[src/rtl/uart_pkg.sv]
// Shared types and default parameters for the UART receive path.
// The optional stop-bit check is enabled by defining UART_RX_FRAME_ERR_EN.
package uart_pkg;

    localparam int DEF_DBIT    = 8;
    localparam int DEF_SB_TICK = 16;
    localparam int DEF_DVSR    = 27;
    localparam int DEF_FIFO_W  = 2;

    typedef enum logic [1:0] {
        IDLE  = 2'd0,
        START = 2'd1,
        DATA  = 2'd2,
        STOP  = 2'd3
    } rx_state_t;

    // Bits needed to hold any value in 0..max_val (at least one bit).
    function automatic int cnt_width(input int max_val);
        return (max_val < 1) ? 1 : $clog2(max_val + 1);
    endfunction

endpackage

[src/rtl/uart_rx_fifo.sv]
// First-word-fall-through receive FIFO, depth 2**AW, width DW.
// Full/empty are tracked as flags updated by the last operation.
module uart_rx_fifo #(
    parameter int DW = 8,
    parameter int AW = 2
) (
    input  logic          clk,
    input  logic          reset,
    input  logic          wr,
    input  logic [DW-1:0] w_data,
    input  logic          rd,
    output logic [DW-1:0] r_data,
    output logic          empty,
    output logic          full
);

    logic [DW-1:0] mem_reg [0:(2**AW)-1];
    logic [AW-1:0] w_ptr_reg;
    logic [AW-1:0] r_ptr_reg;
    logic          full_reg;
    logic          empty_reg;
    logic          rd_en;
    logic          wr_en;

    // A pop frees the slot this cycle, so a full FIFO may still accept a push.
    assign rd_en = rd && !empty_reg;
    assign wr_en = wr && (!full_reg || rd_en);

    always_ff @(posedge clk or posedge reset) begin
        if (reset) begin
            for (int i = 0; i < 2**AW; i++) begin
                mem_reg[i] <= '0;
            end
        end else if (wr_en) begin
            mem_reg[w_ptr_reg] <= w_data;
        end
    end

    always_ff @(posedge clk or posedge reset) begin
        if (reset) begin
            w_ptr_reg <= '0;
            r_ptr_reg <= '0;
            full_reg  <= 1'b0;
            empty_reg <= 1'b1;
        end else begin
            case ({wr_en, rd_en})
                2'b01: begin
                    r_ptr_reg <= r_ptr_reg + AW'(1);
                    full_reg  <= 1'b0;
                    if ((r_ptr_reg + AW'(1)) == w_ptr_reg) begin
                        empty_reg <= 1'b1;
                    end
                end
                2'b10: begin
                    w_ptr_reg <= w_ptr_reg + AW'(1);
                    empty_reg <= 1'b0;
                    if ((w_ptr_reg + AW'(1)) == r_ptr_reg) begin
                        full_reg <= 1'b1;
                    end
                end
                2'b11: begin
                    w_ptr_reg <= w_ptr_reg + AW'(1);
                    r_ptr_reg <= r_ptr_reg + AW'(1);
                end
                default: ;
            endcase
        end
    end

    assign r_data = mem_reg[r_ptr_reg];
    assign empty  = empty_reg;
    assign full   = full_reg;

endmodule

[src/rtl/uart_rx_path.sv]
// UART receiver: synchronizer, oversample tick generator, frame FSM and FIFO.
// Define UART_RX_FRAME_ERR_EN to check the stop bit and drop bad frames.
module uart_rx_path
    import uart_pkg::*;
#(
    parameter int DBIT    = DEF_DBIT,
    parameter int SB_TICK = DEF_SB_TICK,
    parameter int DVSR    = DEF_DVSR,
    parameter int FIFO_W  = DEF_FIFO_W
) (
    input  logic            clk,
    input  logic            reset,
    input  logic            rx,
    input  logic            rd_uart,
    output logic [DBIT-1:0] r_data,
    output logic            rx_empty,
    output logic            rx_full,
    output logic            frame_err
);

    localparam int TW = cnt_width(DVSR - 1);
    localparam int SW = cnt_width(((SB_TICK > 16) ? SB_TICK : 16) - 1);
    localparam int NW = cnt_width(DBIT - 1);

    logic [TW-1:0]   tick_cnt_reg;
    logic            s_tick;
    logic            rx_meta_reg;
    logic            rx_sync_reg;
    rx_state_t       state_reg;
    logic [SW-1:0]   s_reg;
    logic [NW-1:0]   n_reg;
    logic [DBIT-1:0] b_reg;
    logic            push_reg;
`ifdef UART_RX_FRAME_ERR_EN
    logic            frame_err_reg;
`endif

    assign s_tick = (tick_cnt_reg == TW'(DVSR - 1));

    always_ff @(posedge clk or posedge reset) begin
        if (reset) begin
            tick_cnt_reg <= '0;
        end else if (s_tick) begin
            tick_cnt_reg <= '0;
        end else begin
            tick_cnt_reg <= tick_cnt_reg + TW'(1);
        end
    end

    // Idle-high reset value keeps a reset release from looking like a start bit.
    always_ff @(posedge clk or posedge reset) begin
        if (reset) begin
            rx_meta_reg <= 1'b1;
            rx_sync_reg <= 1'b1;
        end else begin
            rx_meta_reg <= rx;
            rx_sync_reg <= rx_meta_reg;
        end
    end

    always_ff @(posedge clk or posedge reset) begin
        if (reset) begin
            state_reg     <= IDLE;
            s_reg         <= '0;
            n_reg         <= '0;
            b_reg         <= '0;
            push_reg      <= 1'b0;
`ifdef UART_RX_FRAME_ERR_EN
            frame_err_reg <= 1'b0;
`endif
        end else begin
            push_reg      <= 1'b0;
`ifdef UART_RX_FRAME_ERR_EN
            frame_err_reg <= 1'b0;
`endif
            case (state_reg)
                IDLE: begin
                    if (!rx_sync_reg) begin
                        state_reg <= START;
                        s_reg     <= '0;
                    end
                end
                START: begin
                    if (s_tick) begin
                        if (s_reg == SW'(7)) begin
                            // Mid start bit: a high line here was only a glitch.
                            if (!rx_sync_reg) begin
                                state_reg <= DATA;
                                s_reg     <= '0;
                                n_reg     <= '0;
                            end else begin
                                state_reg <= IDLE;
                            end
                        end else begin
                            s_reg <= s_reg + SW'(1);
                        end
                    end
                end
                DATA: begin
                    if (s_tick) begin
                        if (s_reg == SW'(15)) begin
                            s_reg <= '0;
                            b_reg <= {rx_sync_reg, b_reg[DBIT-1:1]};
                            if (n_reg == NW'(DBIT - 1)) begin
                                state_reg <= STOP;
                            end else begin
                                n_reg <= n_reg + NW'(1);
                            end
                        end else begin
                            s_reg <= s_reg + SW'(1);
                        end
                    end
                end
                STOP: begin
                    if (s_tick) begin
                        if (s_reg == SW'(SB_TICK - 1)) begin
                            state_reg <= IDLE;
`ifdef UART_RX_FRAME_ERR_EN
                            if (rx_sync_reg) begin
                                push_reg <= 1'b1;
                            end else begin
                                frame_err_reg <= 1'b1;
                            end
`else
                            push_reg <= 1'b1;
`endif
                        end else begin
                            s_reg <= s_reg + SW'(1);
                        end
                    end
                end
                default: state_reg <= IDLE;
            endcase
        end
    end

`ifdef UART_RX_FRAME_ERR_EN
    assign frame_err = frame_err_reg;
`else
    assign frame_err = 1'b0;
`endif

    // b_reg holds still while in IDLE, so it is the pushed byte during push_reg.
    uart_rx_fifo #(
        .DW(DBIT),
        .AW(FIFO_W)
    ) u_fifo (
        .clk    (clk),
        .reset  (reset),
        .wr     (push_reg),
        .w_data (b_reg),
        .rd     (rd_uart),
        .r_data (r_data),
        .empty  (rx_empty),
        .full   (rx_full)
    );

endmodule

[config.mk]
export PLATFORM = sky130hd
export DESIGN_NAME = uart_rx_path
export DESIGN_NICKNAME = d
export VERILOG_FILES = /design/src/rtl/uart_pkg.sv /design/src/rtl/uart_rx_fifo.sv /design/src/rtl/uart_rx_path.sv
export SDC_FILE = /design/constraint.sdc
export NUM_CORES = 1
export LEC_CHECK = 0
export CAP_MARGIN = 30
export CORE_ASPECT_RATIO = 0.7
export CORE_MARGIN = 2
export CORE_UTILIZATION = 33
export CTS_CLUSTER_DIAMETER = 150
export DETAILED_ROUTE_END_ITERATION = 8
export DONT_BUFFER_PORTS = 1
export PLACE_DENSITY = 0.51
export SLEW_MARGIN = 20
export SYNTH_ARGS = -nofsm -noshare
export SYNTH_HDL_FRONTEND = slang
export SYNTH_HIERARCHICAL = 1
export SYNTH_SLANG_ARGS = --single-unit
export TNS_END_PERCENT = 5
[constraint.sdc]
create_clock -name clk -period 1.8 [get_ports clk]
set_input_delay 0.36 -clock clk [delete_from_list [all_inputs] [get_ports clk]]
set_output_delay 0.36 -clock clk [all_outputs]
set_load 0.005 [all_outputs]
==> out/qor.csv <==
metric;value;unit
wire_length_of_the_first_global_routing_pass;9.54;mm
grt.met2_usage;0.157;
detailed_placer_s_ending_hpwl;3.73;mm
grt_antenna_before_repair;0;
critical_path_fanouts_max;12;
holdPathStages;0;
worstPathCellList;buf_12 -> mux4_2;
cp_slowest_stage_delay;0.54;ns
hold-worst-slack;0.0303;ns
fin_tns_setup;0;ns
cts_htree_levels;3;
global_route_hottest_layer;met1;
cap_viol_max_count;0;
number_of_remaining_drc_errors;0;
clockBufferDepth;2;
leakagePower;1.64;nW
rsz0062_at_grt;yes;
slew_headroom;0.460;
layout.cells.most_common;sky130_fd_sc_hd__dfrtp_1;
yosys_register_bits;63;
critical_path_class;flip-flop to output port;
finalSetupViolCount;0;
final_period_demand_of_the_worst_path;1.77;ns
worst_ir_drop_vdd;0.000577;V
worst_setup_path_start_kind;flip-flop;
timing.fmax;566;MHz
detail_route.wl_per_cell;15.3;microns
rr_startpoint;tick_cnt_reg[0];
avgSynthCellArea;13.8;sq um
power.total;0.00348;W
synth.cell_area;3050;sq um
worst-endpoint-required;1.44;ns
setup.worst_path.end_class;output port;
starting_utilization_of_the_core_area;0.337;
worst_reg_to_reg_cells;6;
cts_tree;yes;
core.rowCount;29;
p_comb_frac;0.096;
worst_r2r_endpoint;b_reg[0];
place.port_buffers;0;
holdPathEnd;rx_meta_reg;
insertion_delay;0.33;ns
synth_cell_type_count;44;
cell_internal_pwr;0.00269;W
worstMarginPinSlew;0.808;ns
synth_seq_area_share;0.519;
die_y;84.4;microns
share_seq_of_total_power;0.434;
asyncSetResetFlopFracSynth;1.00;
cts.root.buffer_cell;sky130_fd_sc_hd__clkbuf_16;
worstPathArrival;1.41;ns
fraction_of_layout_instances_using_a_drive_strength_above_1;0.367;
detail_route.vias_per_cell;4.85;
final_util;0.390;
synthesis.nets;234;
grt_start_max_net_pins;39;
grt_util_met1;0.193;
clk_transition_reported_paths;0.05;ns
grt_util_met3;0.0543;
die_area;10000;sq um
ios;15;
worstHoldStart;rx;
routed-via-count;1752;
tritoncts_num_sinks;63;
drtPass1Iterations;4;
outcome;complete, no violations;
dominantRegCellSynth;sky130_fd_sc_hd__dfrtp_1;
core_footprint;9030;sq um
wl;5.54;mm
routabilityCongestion;0.744;
chipWidth;119;microns
power.clock.fraction;0.470;
synthesis.yosys.warnings;6;
drt_iter0_drc;83;
final.period_utilization;0.981;
n_antenna_cell;0;
netSwitchingFraction;0.229;
synthCells;221;
areaGrowthSynthToFinish;15.6;%
numCtsBuffers;9;
gr-usage-all-layers;0.126;
postRouteAntennaNets;0;
critical_path.slowest_cell;sky130_fd_sc_hd__mux4_2;
grt_pass1_vias;1700;
hold_viol_final;0;
grt_remaining_overflow;0;
holdCritPathClass;input port to flip-flop;
ff2ff_setup_slack;0.06;ns
clock_skew;0.00818;ns
timing_max_transition_violations_final;0;
most_used_cells_in_the_layout_excluding_fill_and_tap_cells;sky130_fd_sc_hd__dfrtp_1, sky130_fd_sc_hd__mux2_2, sky130_fd_sc_hd__inv_1, sky130_fd_sc_hd__clkbuf_16, sky130_fd_sc_hd__buf_4;
power-per-cell-area;989;nW/um^2
largest_reg_flops;32;
net_count_reported_at_finish;246;
synth_enable_flop_cells;0;
p_switching;0.000796;W
[worst max path at each step]
| stage | startpoint | cells after the start | slack (ns) | end |
|---|---|---|---|---|
| final | u_fifo/r_ptr_reg[0] | 2 | 0.03 | r_data[2] |
| after global routing | u_fifo/r_ptr_reg[0] | 2 | -0.02 | r_data[2] |
| after CTS | u_fifo/r_ptr_reg[0] | 2 | -0.008 | r_data[2] |
| after detailed placement | tick_cnt_reg[0] | 6 | 0.06 | b_reg[1] |
| after global placement | tick_cnt_reg[0] | 6 | 0.07 | b_reg[1] |
| after floorplan | tick_cnt_reg[0] | 7 | 0.08 | b_reg[2] |
[cell type report]
class | instances | area (sq um)
inverters | 10 | 37.5
well taps | 124 | 155
repair buffers | 11 | 97.6
clock inverters | 5 | 50.0
multi-input cells | 138 | 1370
flip-flops and latches | 63 | 1580
clock buffers | 10 | 229
fillers | 858 | 5510
[layer usage]
layer	vias to the layer above	part of all wire	routed length [microns]
met4	0	0.014	78
met1	891	0.55	3020
met3	6	0.040	222
met5	-	0	0
li1	829	-	-
met2	26	0.40	2220
[worst max-delay path, delay by kind of cell, from the launching register on]
kind | cells | cell delay (ns)
muxes | 1 | 0.54
DFF | 1 | 0.37
buffers and inverters | 1 | 0.17
[stage by stage]
stage               instances  instance area [sq um]  worst slack (ns)
finish                    361                   3520            0.0347
global route              361                   3520           -0.0222
CTS                       359                   3500          -0.00760
detailed placement        343                   3220            0.0617
global placement          343                   3220            0.0689
floorplan                 221                   3050            0.0798
[Yosys cell counts (2+ instances only)]
library cell,number,area [sq um]
sky130_fd_sc_hd__a22o_1,3,26.3
sky130_fd_sc_hd__a31oi_1,3,18.8
sky130_fd_sc_hd__and3_1,2,12.5
sky130_fd_sc_hd__and4_1,2,17.5
sky130_fd_sc_hd__buf_2,2,10.0
sky130_fd_sc_hd__buf_4,5,37.5
sky130_fd_sc_hd__clkbuf_1,3,11.3
sky130_fd_sc_hd__dfrtp_1,60,1500
sky130_fd_sc_hd__dfstp_2,3,78.8
sky130_fd_sc_hd__ha_1,9,113
sky130_fd_sc_hd__inv_1,9,33.8
sky130_fd_sc_hd__mux2_1,2,22.5
sky130_fd_sc_hd__mux2_2,39,439
sky130_fd_sc_hd__mux2_4,2,30.0
sky130_fd_sc_hd__mux2i_1,3,30.0
sky130_fd_sc_hd__mux4_2,8,180
sky130_fd_sc_hd__nand2_1,7,26.3
sky130_fd_sc_hd__nand2b_1,2,12.5
sky130_fd_sc_hd__nand3_1,6,30.0
sky130_fd_sc_hd__nand3b_1,3,22.5
sky130_fd_sc_hd__nor2_1,7,26.3
sky130_fd_sc_hd__nor2b_1,2,12.5
sky130_fd_sc_hd__o211ai_4,4,85.1
sky130_fd_sc_hd__o21ai_0,8,40.0
sky130_fd_sc_hd__xnor2_1,8,70.1
[power groups by stage]
| stage | logic, W | registers, W | clock network (W) |
|---|---|---|---|
| floorplan | 0.000244 | 0.00149 | 0 |
| CTS | 0.000329 | 0.00151 | 0.00169 |
| detailed placement | 0.000327 | 0.00153 | 0 |
| finish | 0.000335 | 0.00151 | 0.00164 |
| global route | 0.000366 | 0.00151 | 0.00177 |
| global placement | 0.000326 | 0.00153 | 0 |
[cells by family after synthesis]
group / synth area share
xor gates and xnor gates: 0.0259
adders and majority gates: 0.0370
other: 0.00123
muxes: 0.230
DFF: 0.519
and+or+nand+nor: 0.0830
buffers and inverters: 0.0316
AOI/OAI and AO/OA: 0.0723
[repair_timing]
action	CTS	global route
hold buffers	1	0
endpoints found under the hold margin	23	0
pin swaps	0	1
endpoints found under the setup margin	2	14
gates resized for setup	0	3
buffers inserted	0	2
(Power assumes the default switching activity.)
